==> src/rtl/uart_pkg.sv <==
// Shared UART definitions: packet-controller state encoding, sync byte and
// receiver defaults.
package uart_pkg;

    localparam int unsigned SIZE_DATA_DEF   = 8;
    localparam int unsigned OVER_SAMPLE_DEF = 16;

    localparam logic [7:0] UART_SYNC_BYTE = 8'hA5;

    typedef enum logic [2:0] {
        ST_HUNT    = 3'd0,
        ST_LEN     = 3'd1,
        ST_PAYLOAD = 3'd2,
        ST_CHK     = 3'd3,
        ST_DRAIN   = 3'd4
    } rx_pkt_state_t;

endpackage

==> src/rtl/rx_pkt_buffer.sv <==
// Payload store: flop array, synchronous write, combinational read,
// cleared by synchronous reset.
module rx_pkt_buffer #(
    parameter int unsigned SIZE_DATA = 8,
    parameter int unsigned DEPTH     = 16,
    parameter int unsigned ADDR_W    = 4
) (
    input  logic                 i_clk,
    input  logic                 i_rst,
    input  logic                 i_wr_en,
    input  logic [ADDR_W-1:0]    i_wr_addr,
    input  logic [SIZE_DATA-1:0] i_wr_data,
    input  logic [ADDR_W-1:0]    i_rd_addr,
    output logic [SIZE_DATA-1:0] o_rd_data
);

    logic [SIZE_DATA-1:0] mem [DEPTH];

    always_ff @(posedge i_clk) begin
        if (i_rst) begin
            mem <= '{default: '0};
        end else if (i_wr_en) begin
            mem[i_wr_addr] <= i_wr_data;
        end
    end

    assign o_rd_data = mem[i_rd_addr];

endmodule

==> src/rtl/uart_rx_pkt_ctrl.sv <==
// Frames receiver bytes as sync/length/payload/checksum, verifies the packet
// and streams the payload to the decoder over valid/ready.
module uart_rx_pkt_ctrl
    import uart_pkg::*;
#(
    parameter int unsigned SIZE_DATA     = SIZE_DATA_DEF,
    parameter int unsigned MAX_LEN       = 16,
    parameter int unsigned TIMEOUT_TICKS = 160
) (
    input  logic                 i_clk,
    input  logic                 i_rst,
    input  logic                 i_stick,
    input  logic                 i_rx_done,
    input  logic [SIZE_DATA-1:0] i_rx_data,
    output logic                 o_rx_en,
    output logic                 o_fifo_full,
    output logic [SIZE_DATA-1:0] o_pkt_data,
    output logic                 o_pkt_valid,
    input  logic                 i_pkt_ready,
    output logic                 o_pkt_last,
    output logic [7:0]           o_pkt_len,
    output logic                 o_err_len,
    output logic                 o_err_chk,
    output logic                 o_err_tmo,
    output logic                 o_err_ovf
);

    localparam int unsigned PTR_W  = $clog2(MAX_LEN + 1);
    localparam int unsigned BUF_AW = (MAX_LEN > 1) ? $clog2(MAX_LEN) : 1;
    localparam int unsigned TMO_W  = $clog2(TIMEOUT_TICKS + 1);

    rx_pkt_state_t        state;
    logic [PTR_W-1:0]     wr_ptr;
    logic [PTR_W-1:0]     rd_ptr;
    logic [SIZE_DATA-1:0] acc;
    logic [TMO_W-1:0]     tmo_cnt;
    logic [7:0]           pkt_len;
    logic [SIZE_DATA-1:0] rd_data;
    logic                 tmo_active;
    logic                 tmo_hit;
    logic                 rd_last;
    logic                 len_ok;
    logic                 buf_wr;

    // A byte arriving on the terminal tick takes priority over the timeout.
    assign tmo_active = (state == ST_LEN) || (state == ST_PAYLOAD) || (state == ST_CHK);
    assign tmo_hit    = tmo_active && i_stick && !i_rx_done &&
                        (tmo_cnt == TMO_W'(TIMEOUT_TICKS - 1));
    assign rd_last    = (8'(rd_ptr) + 8'd1) == pkt_len;
    assign len_ok     = (i_rx_data != '0) && (i_rx_data <= SIZE_DATA'(MAX_LEN));
    assign buf_wr     = (state == ST_PAYLOAD) && i_rx_done;

    rx_pkt_buffer #(
        .SIZE_DATA (SIZE_DATA),
        .DEPTH     (MAX_LEN),
        .ADDR_W    (BUF_AW)
    ) u_buf (
        .i_clk     (i_clk),
        .i_rst     (i_rst),
        .i_wr_en   (buf_wr),
        .i_wr_addr (wr_ptr[BUF_AW-1:0]),
        .i_wr_data (i_rx_data),
        .i_rd_addr (rd_ptr[BUF_AW-1:0]),
        .o_rd_data (rd_data)
    );

    always_ff @(posedge i_clk) begin
        if (i_rst) begin
            state     <= ST_HUNT;
            wr_ptr    <= '0;
            rd_ptr    <= '0;
            acc       <= '0;
            tmo_cnt   <= '0;
            pkt_len   <= '0;
            o_rx_en   <= 1'b0;
            o_err_len <= 1'b0;
            o_err_chk <= 1'b0;
            o_err_tmo <= 1'b0;
            o_err_ovf <= 1'b0;
        end else begin
            o_rx_en   <= 1'b1;
            o_err_len <= 1'b0;
            o_err_chk <= 1'b0;
            o_err_tmo <= 1'b0;
            o_err_ovf <= 1'b0;

            // Inter-byte watchdog, saturating.
            if (!tmo_active || i_rx_done || tmo_hit) begin
                tmo_cnt <= '0;
            end else if (i_stick && (tmo_cnt != TMO_W'(TIMEOUT_TICKS))) begin
                tmo_cnt <= tmo_cnt + TMO_W'(1);
            end

            case (state)
                ST_HUNT: begin
                    if (i_rx_done && (i_rx_data == SIZE_DATA'(UART_SYNC_BYTE))) begin
                        state <= ST_LEN;
                    end
                end
                ST_LEN: begin
                    if (i_rx_done) begin
                        if (len_ok) begin
                            pkt_len <= 8'(i_rx_data);
                            wr_ptr  <= '0;
                            acc     <= '0;
                            state   <= ST_PAYLOAD;
                        end else begin
                            o_err_len <= 1'b1;
                            state     <= ST_HUNT;
                        end
                    end else if (tmo_hit) begin
                        o_err_tmo <= 1'b1;
                        state     <= ST_HUNT;
                    end
                end
                ST_PAYLOAD: begin
                    if (i_rx_done) begin
                        wr_ptr <= wr_ptr + PTR_W'(1);
                        acc    <= acc ^ i_rx_data;
                        if ((8'(wr_ptr) + 8'd1) == pkt_len) begin
                            state <= ST_CHK;
                        end
                    end else if (tmo_hit) begin
                        o_err_tmo <= 1'b1;
                        state     <= ST_HUNT;
                    end
                end
                ST_CHK: begin
                    if (i_rx_done) begin
                        if (i_rx_data == acc) begin
                            rd_ptr  <= '0;
                            o_rx_en <= 1'b0;
                            state   <= ST_DRAIN;
                        end else begin
                            o_err_chk <= 1'b1;
                            state     <= ST_HUNT;
                        end
                    end else if (tmo_hit) begin
                        o_err_tmo <= 1'b1;
                        state     <= ST_HUNT;
                    end
                end
                ST_DRAIN: begin
                    o_err_ovf <= i_rx_done;
                    if (i_pkt_ready && rd_last) begin
                        rd_ptr <= '0;
                        state  <= ST_HUNT;
                    end else begin
                        o_rx_en <= 1'b0;
                        if (i_pkt_ready) begin
                            rd_ptr <= rd_ptr + PTR_W'(1);
                        end
                    end
                end
                default: state <= ST_HUNT;
            endcase
        end
    end

    assign o_pkt_valid = (state == ST_DRAIN);
    assign o_pkt_data  = o_pkt_valid ? rd_data : '0;
    assign o_pkt_last  = o_pkt_valid && rd_last;
    assign o_pkt_len   = pkt_len;
    assign o_fifo_full = ~o_rx_en;

endmodule

==> config.mk <==
export PLATFORM = sky130hd
export DESIGN_NAME = uart_rx_pkt_ctrl
export DESIGN_NICKNAME = d
export VERILOG_FILES = /design/src/rtl/uart_pkg.sv /design/src/rtl/rx_pkt_buffer.sv /design/src/rtl/uart_rx_pkt_ctrl.sv
export SDC_FILE = /design/constraint.sdc
export NUM_CORES = 1
export LEC_CHECK = 0
export CAP_MARGIN = 20
export CORE_UTILIZATION = 35
export DETAILED_ROUTE_END_ITERATION = 7
export GPL_TIMING_DRIVEN = 0
export SLEW_MARGIN = 20
export SYNTH_ARGS = -nofsm -noshare
export SYNTH_HDL_FRONTEND = slang
export SYNTH_SLANG_ARGS = --single-unit
==> constraint.sdc <==
create_clock -name i_clk -period 2.51 [get_ports i_clk]
set_input_delay 0.502 -clock i_clk [delete_from_list [all_inputs] [get_ports i_clk]]
set_output_delay 0.502 -clock i_clk [all_outputs]
set_load 0.05 [all_outputs]
### After elaboration in Yosys (flattened, before gate mapping)

Cells that the tools add are included.
Widths: inputs -> output; s select.

* register bits after elaboration: 170
* bits of input ports: 13
* output and inout port bits: 24
* logic and storage cells: 130

* add/subtract/negate cells: 5
* $lt $le $gt $ge: 4
* equal/unequal tests: 19
* multiplexer cells: 36
* bitwise logic cells: 9
* reduce and logical (&&, ||, !) cells: 30

Operator list (count)
* $bwmux 128: 1
* $mux 8: 7
* $mux 5: 7
* $bmux 8 s4: 1
* $demux 8 s4: 1
* $mux 3: 8
* $pmux 5 s2: 2
* $eq 6x8->1: 2
* $eq 8x8->1 const B: 2
* $pmux 8 s2: 1
* $pmux 3 s5: 1
* $add 5x1->6 const B: 2
* $reduce_or 3->1: 4
* $add 5x1->5 const B: 2
* $ge 5x5->1 const B: 2
* $logic_and 1x1->1: 10
* $ne 2x2->1 const B: 5
* $not 4->5: 2
* $add 8x1->8 const B: 1
* $eq 8x8->1: 1
* $le 8x5->1 const B: 1
* $ne 8x8->1 const B: 1
* $reduce_and 4->1: 2
* $reduce_bool 8->1: 1
* 18 further kinds: 36

### Depth between registers and ports, before layout

Gate-level depths: netlist of the first run.

* word-level depth: 9
* mapped depth: 8
* mapped depth without buffers: 7

### Modules after synthesis

Synthesis of the first run repeated with hierarchy kept, for this count alone.

* cell total of the unflattened synthesis: 962
* area, all modules: 8570.7 µm²

Modules (own cells, without submodules)
* rx_pkt_buffer: times used 1, cells an instance 690, area an instance 6065.8 µm², sequential area each 2562.5 µm²
* uart_rx_pkt_ctrl: times used 1, cells an instance 272, area an instance 2504.9 µm², sequential area each 840.8 µm²

### Worst setup path after synthesis of the first run

OpenSTA, ideal clock, no wires.

* kind: register -> output
* start: reg pkt_len[4], in the netlist o_pkt_len[4]
* end: out o_pkt_last
* arrival time: 2.288 ns
* data required time: 2.008 ns
* path slack: -0.280 ns
* stages on the path, launching flop included: 6
* path buffers: 0
* cells stage by stage: dfxtp_1 > xnor2_1 > nor3_1 > a31oi_2 > or4b_1 > nor2_1

* longest elaborated chain between the ends: 2

RTL lines
* start: declaration: line uart_rx_pkt_ctrl.sv:37 `logic [7:0] pkt_len;`
* start signal: assignment: line uart_rx_pkt_ctrl.sv:103 `pkt_len <= 8'(i_rx_data);`
* $eq 6x8->1: line uart_rx_pkt_ctrl.sv:49 `assign rd_last = (8'(rd_ptr) + 8'd1) == pkt_len;`
* $logic_and 1x1->1: line uart_rx_pkt_ctrl.sv:162 `assign o_pkt_last = o_pkt_valid && rd_last;`
* end: declaration: line uart_rx_pkt_ctrl.sv:20 `output logic o_pkt_last,`

Every way passes these cells.

### Worst setup path in the final report of the first run

* start: reg rd_ptr[0]
* end: out o_pkt_data[3]

* longest elaborated chain between the ends: 5

RTL lines
* start: declaration: line uart_rx_pkt_ctrl.sv:34 `logic [PTR_W-1:0] rd_ptr;`
* start signal: assignment: line uart_rx_pkt_ctrl.sv:151 `rd_ptr <= rd_ptr + PTR_W'(1);`
* $not 4->5 (implied by the code): line rx_pkt_buffer.sv:27 `assign o_rd_data = mem[i_rd_addr];`
* $bmux 8 s4: line rx_pkt_buffer.sv:27
* $mux 8 (implied by the code) (2 in a row): line rx_pkt_buffer.sv:27
* $mux 8: line uart_rx_pkt_ctrl.sv:161 `assign o_pkt_data = o_pkt_valid ? rd_data : '0;`
* end: declaration: line uart_rx_pkt_ctrl.sv:17 `output logic [SIZE_DATA-1:0] o_pkt_data,`

Every way passes these cells. The select of a mux whose other input is x is not followed.

==> results of run 1 <==
## metal layers
layer  vias up  share of wire  GRT usage  routed length (um)
met4         0          0.035      0.101                 815
met1      3313           0.44      0.267               10300
li1       3256              -          -                   -
met5         -              0          0                   0
met2       236           0.47      0.333               11000
met3        44          0.063     0.0312                1500
## Yosys cell counts, types with 8 or more instances
cell	number
a21oi_1	114
and2_1	17
buf_2	21
clkbuf_1	49
dfxtp_1	170
inv_1	8
mux2i_1	38
mux4_2	39
nand2_1	124
nand3_1	109
nand3b_1	8
nor2_1	71
o21ai_0	15
xnor2_1	19
xor2_1	8
## final timing paths
check                                   start  depth (start not counted)            end
worst max register to register       state[2]                          6  u_buf.mem[79]
worst min-delay path                i_rx_done                          2      o_err_tmo
worst min register to register  u_buf.mem[67]                          2  u_buf.mem[67]
worst max-delay path                rd_ptr[0]                          7  o_pkt_data[3]
## area by class of cell
class | count | area, um^2
inverters | 8 | 30.0
flip-flops and latches | 170 | 3410
plain buffers | 76 | 405
fillers | 2131 | 12500
multi-input cells | 637 | 4270
clock buffers | 20 | 467
well taps | 280 | 350
clock inverters | 12 | 163
repair buffers | 46 | 522
## cells in the final DEF (no fill, tap or decap), types with 8 or more instances in the layout
cell | Yosys | final
nand2_1 | 124 | 124
buf_2 | 21 | 17
inv_1 | 8 | 8
and2_4 | 0 | 8
mux2i_1 | 38 | 38
dfxtp_1 | 170 | 168
buf_6 | 1 | 11
xor2_1 | 8 | 8
xnor2_1 | 19 | 19
nand3_1 | 109 | 108
clkbuf_16 | 0 | 17
clkbuf_1 | 49 | 48
nand3b_1 | 8 | 8
nor2_1 | 71 | 69
mux4_2 | 39 | 40
and2_1 | 17 | 9
o21ai_0 | 15 | 13
a21oi_1 | 114 | 114
clkdlybuf4s50_1 | 0 | 24
## power groups by stage
stage | Combinational (mW) | Sequential, mW | Clock [mW]
finish | 0.178 | 2.70 | 2.82
floorplan | 0.0902 | 2.76 | 0
global route | 0.188 | 2.69 | 2.96
detailed placement | 0.175 | 2.76 | 0
global placement | 0.176 | 2.76 | 0
CTS | 0.176 | 2.70 | 2.85
## cells by family after synthesis
kind of cell               Yosys count
buffers and inverters               84
muxes                               78
DFF                                170
adders and majority gates            7
AOI/OAI and AO/OA                  146
xor gates and xnor gates            27
and+or+nand+nor                    379
## worst register-to-register path: stages, from the launching register on
cell and delay [ns]:
dfxtp_1 0.37, and2b_2 0.27, nand2_1 0.21, nor3b_2 0.60
nand2_1 0.41, nand2_1 0.17, a21oi_1 0.07
## flip-flops by register name, indices dropped and copies added (netlist names)
| signal | count |
|---|---|
| acc | 8 |
| o_pkt_len | 8 |
| o_err_ovf | 1 |
| tmo_cnt | 8 |
| o_err_len | 1 |
| wr_ptr | 5 |
| u_buf.mem | 128 |
| state | 3 |
| rd_ptr | 5 |
| o_err_chk | 1 |
| o_rx_en | 1 |
| o_err_tmo | 1 |
## timing repair
item | 4_1_cts | 5_1_grt
cloned | 3 | 0
gates resized for setup | 118 | 6
pin swaps | 2 | 1
buffers inserted | 10 | 0
endpoints found under the setup margin | 10 | 15
==> out/metrics.yaml, run 1 <==
status:
  status: "complete, but fails checks"
  violations: "setup timing"
logic_synthesis:
  synthArstFlopShare: 0
  synth-edff-count: 0
  synth_top_family_by_area: "simple AND/OR/NAND/NOR gates"
  yosysTopAreaCell: "dfxtp_1"
  synth_xor_area_frac: 0.0297
  synth_ff_type: "dfxtp_1"
  synth_fa_ha_area_frac: 0.0110
  netlist_area_mm2: 0.00797
  synthSimpleGateAreaFrac: 0.226
  synth_area_leaders: "dfxtp_1 (43%), mux4_2 (11%), a21oi_1 (7.2%)"
  ys_seq_area_frac: 0.427
  synth_mux_area_frac: 0.161
  synth_top_cell_area_share: 0.427
  syn-num-nets: 911
  ys_types: 52
  avgSynthCellArea_um2: 8.94
  synth-compound-area-share: 0.100
  ys_seq_elements: 170
  synth_cells: 891
  yosys_warnings: 0
die:
  rows: 54
  die_h_um: 153
  dieArea_mm2: 0.0234
  io_pins: 37
  fp.dieW_um: 153
  coreArea_mm2: 0.0221
  initial_core_util: 0.361
power_and_ir_drop:
  vdd_drop_max_mv: 0.291
  cellInternalPower_mw: 4.40
  fin_total_pwr_mw: 5.69
  p_leak_nw: 3.14
  power.density_mw_per_mm2: 592
  switching_power_mw: 1.29
  clkPwrFrac: 0.495
  swShare: 0.227
  pwr-share-comb: 0.031
  power_frac_seq: 0.474
route:
  drt_wl_total_um: 23600
  wl_per_cell_um: 18.9
  drt-initial-drc-count: 564
  first_pass_iters: 5
  vias: 6849
  drc: 0
  viasPerCell: 5.48
  ant_nets: 0
layout:
  fin_cells: 1249
  fin_nets: 976
  area_growth_pct: 20.6
  diodes: 0
  final_core_util: 0.435
  layout-drive-gt1-share: 0.156
  final_area_mm2: 0.00961
worst_setup_path:
  crit_type: "flip-flop to output port"
  cp_max_fo: 10
  worstPathArrival_ns: 2.48
  cp-start-kind: "flip-flop"
  worst_setup_path_end_kind: "output port"
  crit_chain: "buf_12 -> buf_12 -> buf_6 -> mux4_2 -> mux4_2 -> and2_4 -> buf_8"
  reg2reg_setup_slack_ns: 0.27
  cp_num_buf_inv: 4
  required_ns: 2.01
  crit_family: "multiplexers"
  slowest_delay_ns: 0.51
  slowest_stage: "mux4_2"
clock_network:
  cts.sinks: 170
  holdBufCountCts: 0
  cts_tree: "yes"
  cts_buffer_depth: 2
  root_buffer: "clkbuf_16"
  cts_max_level: 4
  clkLatencyLatePin_ns: 0.44
  cts_buffers: 17
  clk_pin_slew_worst_paths_ns: 0.07
sta:
  slew_headroom: 0.440
  finalHoldViolCount: 0
  worst_pin_slew_ns: 0.840
  whs_ns: 0.383
  fin_worst_skew_ns: 0.00925
  period_needed_ns: 2.98
  fin_tns_setup_ns: -3.91
  rsz0062_at_grt: "yes"
  final-max-slew-violation-count: 0
  period_share: 1.19
  setup-violations-final: 9
  timing.fmax_mhz: 336
  fin_ws_ns: -0.469
global_route:
  grt_pass1_vias: 6352
  grt_pass1_wl_um: 36400
  grt_start_max_net_pins: 17
  grt_antenna_before_repair: 0
  grt_use_total: 0.205
  grt_overflow: 0
hold_path:
  hold_path.class: "input pin to flip-flop"
flow_run:
  cap_violations: 0
place:
  place_congestion: 0.813
  placed_area_mm2: 0.00868
  place_inst: 1205
  dp_hpwl_um: 16000
  place_ws_ns: -1.02
  io_buffers: 34
(Power assumes the default switching activity.)
==> run 2: changes to the inputs <==
SYNTH_HIERARCHICAL = 1   (was default)
==> out/metrics.yaml, run 2 <==
status:
  status: "complete, but fails checks"
  violations: "setup timing"
sta:
  period_share: 1.10
  slew_headroom: 0.469
  fin_worst_skew_ns: 0.0169
  final-max-slew-violation-count: 0
  finalHoldViolCount: 0
  timing.fmax_mhz: 361
  period_needed_ns: 2.77
  fin_ws_ns: -0.259
  setup-violations-final: 8
  worst_pin_slew_ns: 0.794
  rsz0062_at_grt: "yes"
worst_setup_path:
  required_ns: 2.01
  crit_type: "flip-flop to output port"
  cp_max_fo: 7
  slowest_stage: "mux4_2"
  worst_setup_path_end_kind: "output port"
  cp-start-kind: "flip-flop"
  slowest_delay_ns: 0.54
  worstPathArrival_ns: 2.27
  crit_chain: "buf_8 -> buf_12 -> mux4_2 -> a22oi_2 -> nand2_1 -> and2_4 -> buf_6"
logic_synthesis:
  netlist_area_mm2: 0.00857
  synth_common_cells: "dfxtp_1 (170), a21oi_1 (143), nand3_1 (143)"
  synth-edff-count: 0
  ys_types: 69
  synthArstFlopShare: 0
  syn-num-nets: 979
  synth_area_leaders: "dfxtp_1 (40%), a21oi_1 (8.4%), nand3_1 (8.4%)"
  yosys_warnings: 6
  synth_ff_type: "dfxtp_1"
  synth_top_cell_area_share: 0.397
  ys_seq_area_frac: 0.397
  avgSynthCellArea_um2: 8.91
  yosysTopAreaCell: "dfxtp_1"
  synth_cells: 962
  yosysMostFrequentCell: "dfxtp_1"
  ys_seq_elements: 170
die:
  initial_core_util: 0.361
  rows: 56
  io_pins: 37
  dieArea_mm2: 0.0251
  die_h_um: 158
  coreArea_mm2: 0.0238
  fp.dieW_um: 158
route:
  first_pass_iters: 5
  wl_per_cell_um: 20.8
  drt_wl_total_um: 28300
  ant_nets: 0
  drc: 0
  vias: 8065
  viasPerCell: 5.91
  drt-initial-drc-count: 901
layout:
  top_register: "u_buf/mem"
  diodes: 0
  fin_nets: 1049
  area_growth_pct: 19.9
  mostFrequentLayoutCells: "dfxtp_1 (166), nand3_1 (143), a21oi_1 (143)"
  layout_commonest_cell: "dfxtp_1"
  final_core_util: 0.433
  layout-drive-gt1-share: 0.195
  largest_reg_flops: 128
  final_area_mm2: 0.0103
global_route:
  grt.busiest_layer: "met2"
  grt_start_max_net_pins: 17
  grt_antenna_before_repair: 0
  grt_use_total: 0.234
  use_met1: 0.314
  gr-usage-met3: 0.0403
  grt_overflow: 0
  grt_pass1_wl_um: 44000
  grt_use_met2: 0.373
  grt_pass1_vias: 7635
clock_network:
  cts_tree: "yes"
  clk_pin_slew_worst_paths_ns: 0.08
  cts_buffers: 17
  root_buffer: "clkbuf_16"
  holdBufCountCts: 0
  clkLatencyLatePin_ns: 0.44
  cts.sinks: 170
  cts_max_level: 4
  cts_buffer_depth: 2
flow_run:
  cap_violations: 0
place:
  placed_area_mm2: 0.00933
  io_buffers: 35
  place_congestion: 0.866
  dp_hpwl_um: 19300
power_and_ir_drop:
  vdd_drop_max_mv: 0.380
  p_leak_nw: 3.31
  power.density_mw_per_mm2: 539
hold_path:
  hold_path.class: "input pin to flip-flop"
[run 2: power breakdown]
part	leakage, nW	internal [mW]	switching, mW	total [mW]
registers	1.37	2.69	0.000433	2.69
logic	1.65	0.0437	0.144	0.187
clock network	0.288	1.45	1.21	2.66
[run 2: worst paths after layout]
check	from	slack, ns	cells after the start	to
hold / removal	i_rx_done	0.33	2	o_err_tmo
hold reg to reg	u_buf/mem[11]	0.47	2	u_buf/mem[11]
setup reg to reg	state[1]	0.18	8	u_buf/mem[22]
setup / recovery	rd_ptr[1]	-0.26	7	o_pkt_data[1]
[run 2: final cells by class]
type | instances | area [um^2]
sequential | 170 | 3410
timing repair buffer | 53 | 542
buffer | 106 | 624
inverter | 6 | 22.5
multi-input combinational | 678 | 4680
tap | 319 | 399
clock inverter | 13 | 138
clock buffer | 19 | 453
fill | 2333 | 13500
[run 2: routing by layer]
layer / part of all wire / routed length (um)
met1: 0.42 / 11900
met2: 0.47 / 13200
met3: 0.086 / 2430
met4: 0.028 / 800
met5: 0 / 0
[run 2: stage by stage]
| step | hold WS [ns] | TNS (ns) | std cells | setup slack, ns | power [mW] |
|---|---|---|---|---|---|
| 3_3_place_gp | 0.458 | -24.11 | 1316 | -0.723 | 2.94 |
| 3_5_place_dp | 0.463 | -24.37 | 1316 | -0.708 | 2.94 |
| 2_1_floorplan | 0.449 | 0 | 962 | 0.0601 | 2.85 |
| 6_report | 0.331 | -1.64 | 1364 | -0.259 | 5.54 |
| 5_1_grt | 0.339 | -2.05 | 1364 | -0.303 | 5.73 |
| 4_1_cts | 0.317 | -1.98 | 1358 | -0.268 | 5.57 |
[run 2: cell families (layout without fill, tap and decap cells)]
kind of cell | Yosys count | count (layout) | share of synthesized area
compound gates | 327 | 327 | 0.221
xor+xnor | 27 | 27 | 0.0285
flops | 170 | 170 | 0.397
mux | 37 | 37 | 0.0930
buf+inv | 114 | 197 | 0.0686
simple gates | 283 | 283 | 0.186
fa+ha+maj | 4 | 4 | 0.00584
[run 2: critical path, delay by kind of cell, from the launching register on]
kind                   cells  cell delay [ns]
buffers and inverters      3             0.39
AND/OR/NAND/NOR            2             0.27
flip-flops                 1             0.36
AO/OA/AOI/OAI              1             0.26
multiplexers               1             0.54
[run 2: repair_timing]
item | 4_1_cts | 5_1_grt
cloned | 1 | 1
buffers inserted | 9 | 7
pin swaps | 7 | 16
setup endpoints to repair | 90 | 108
gates resized for setup | 104 | 24
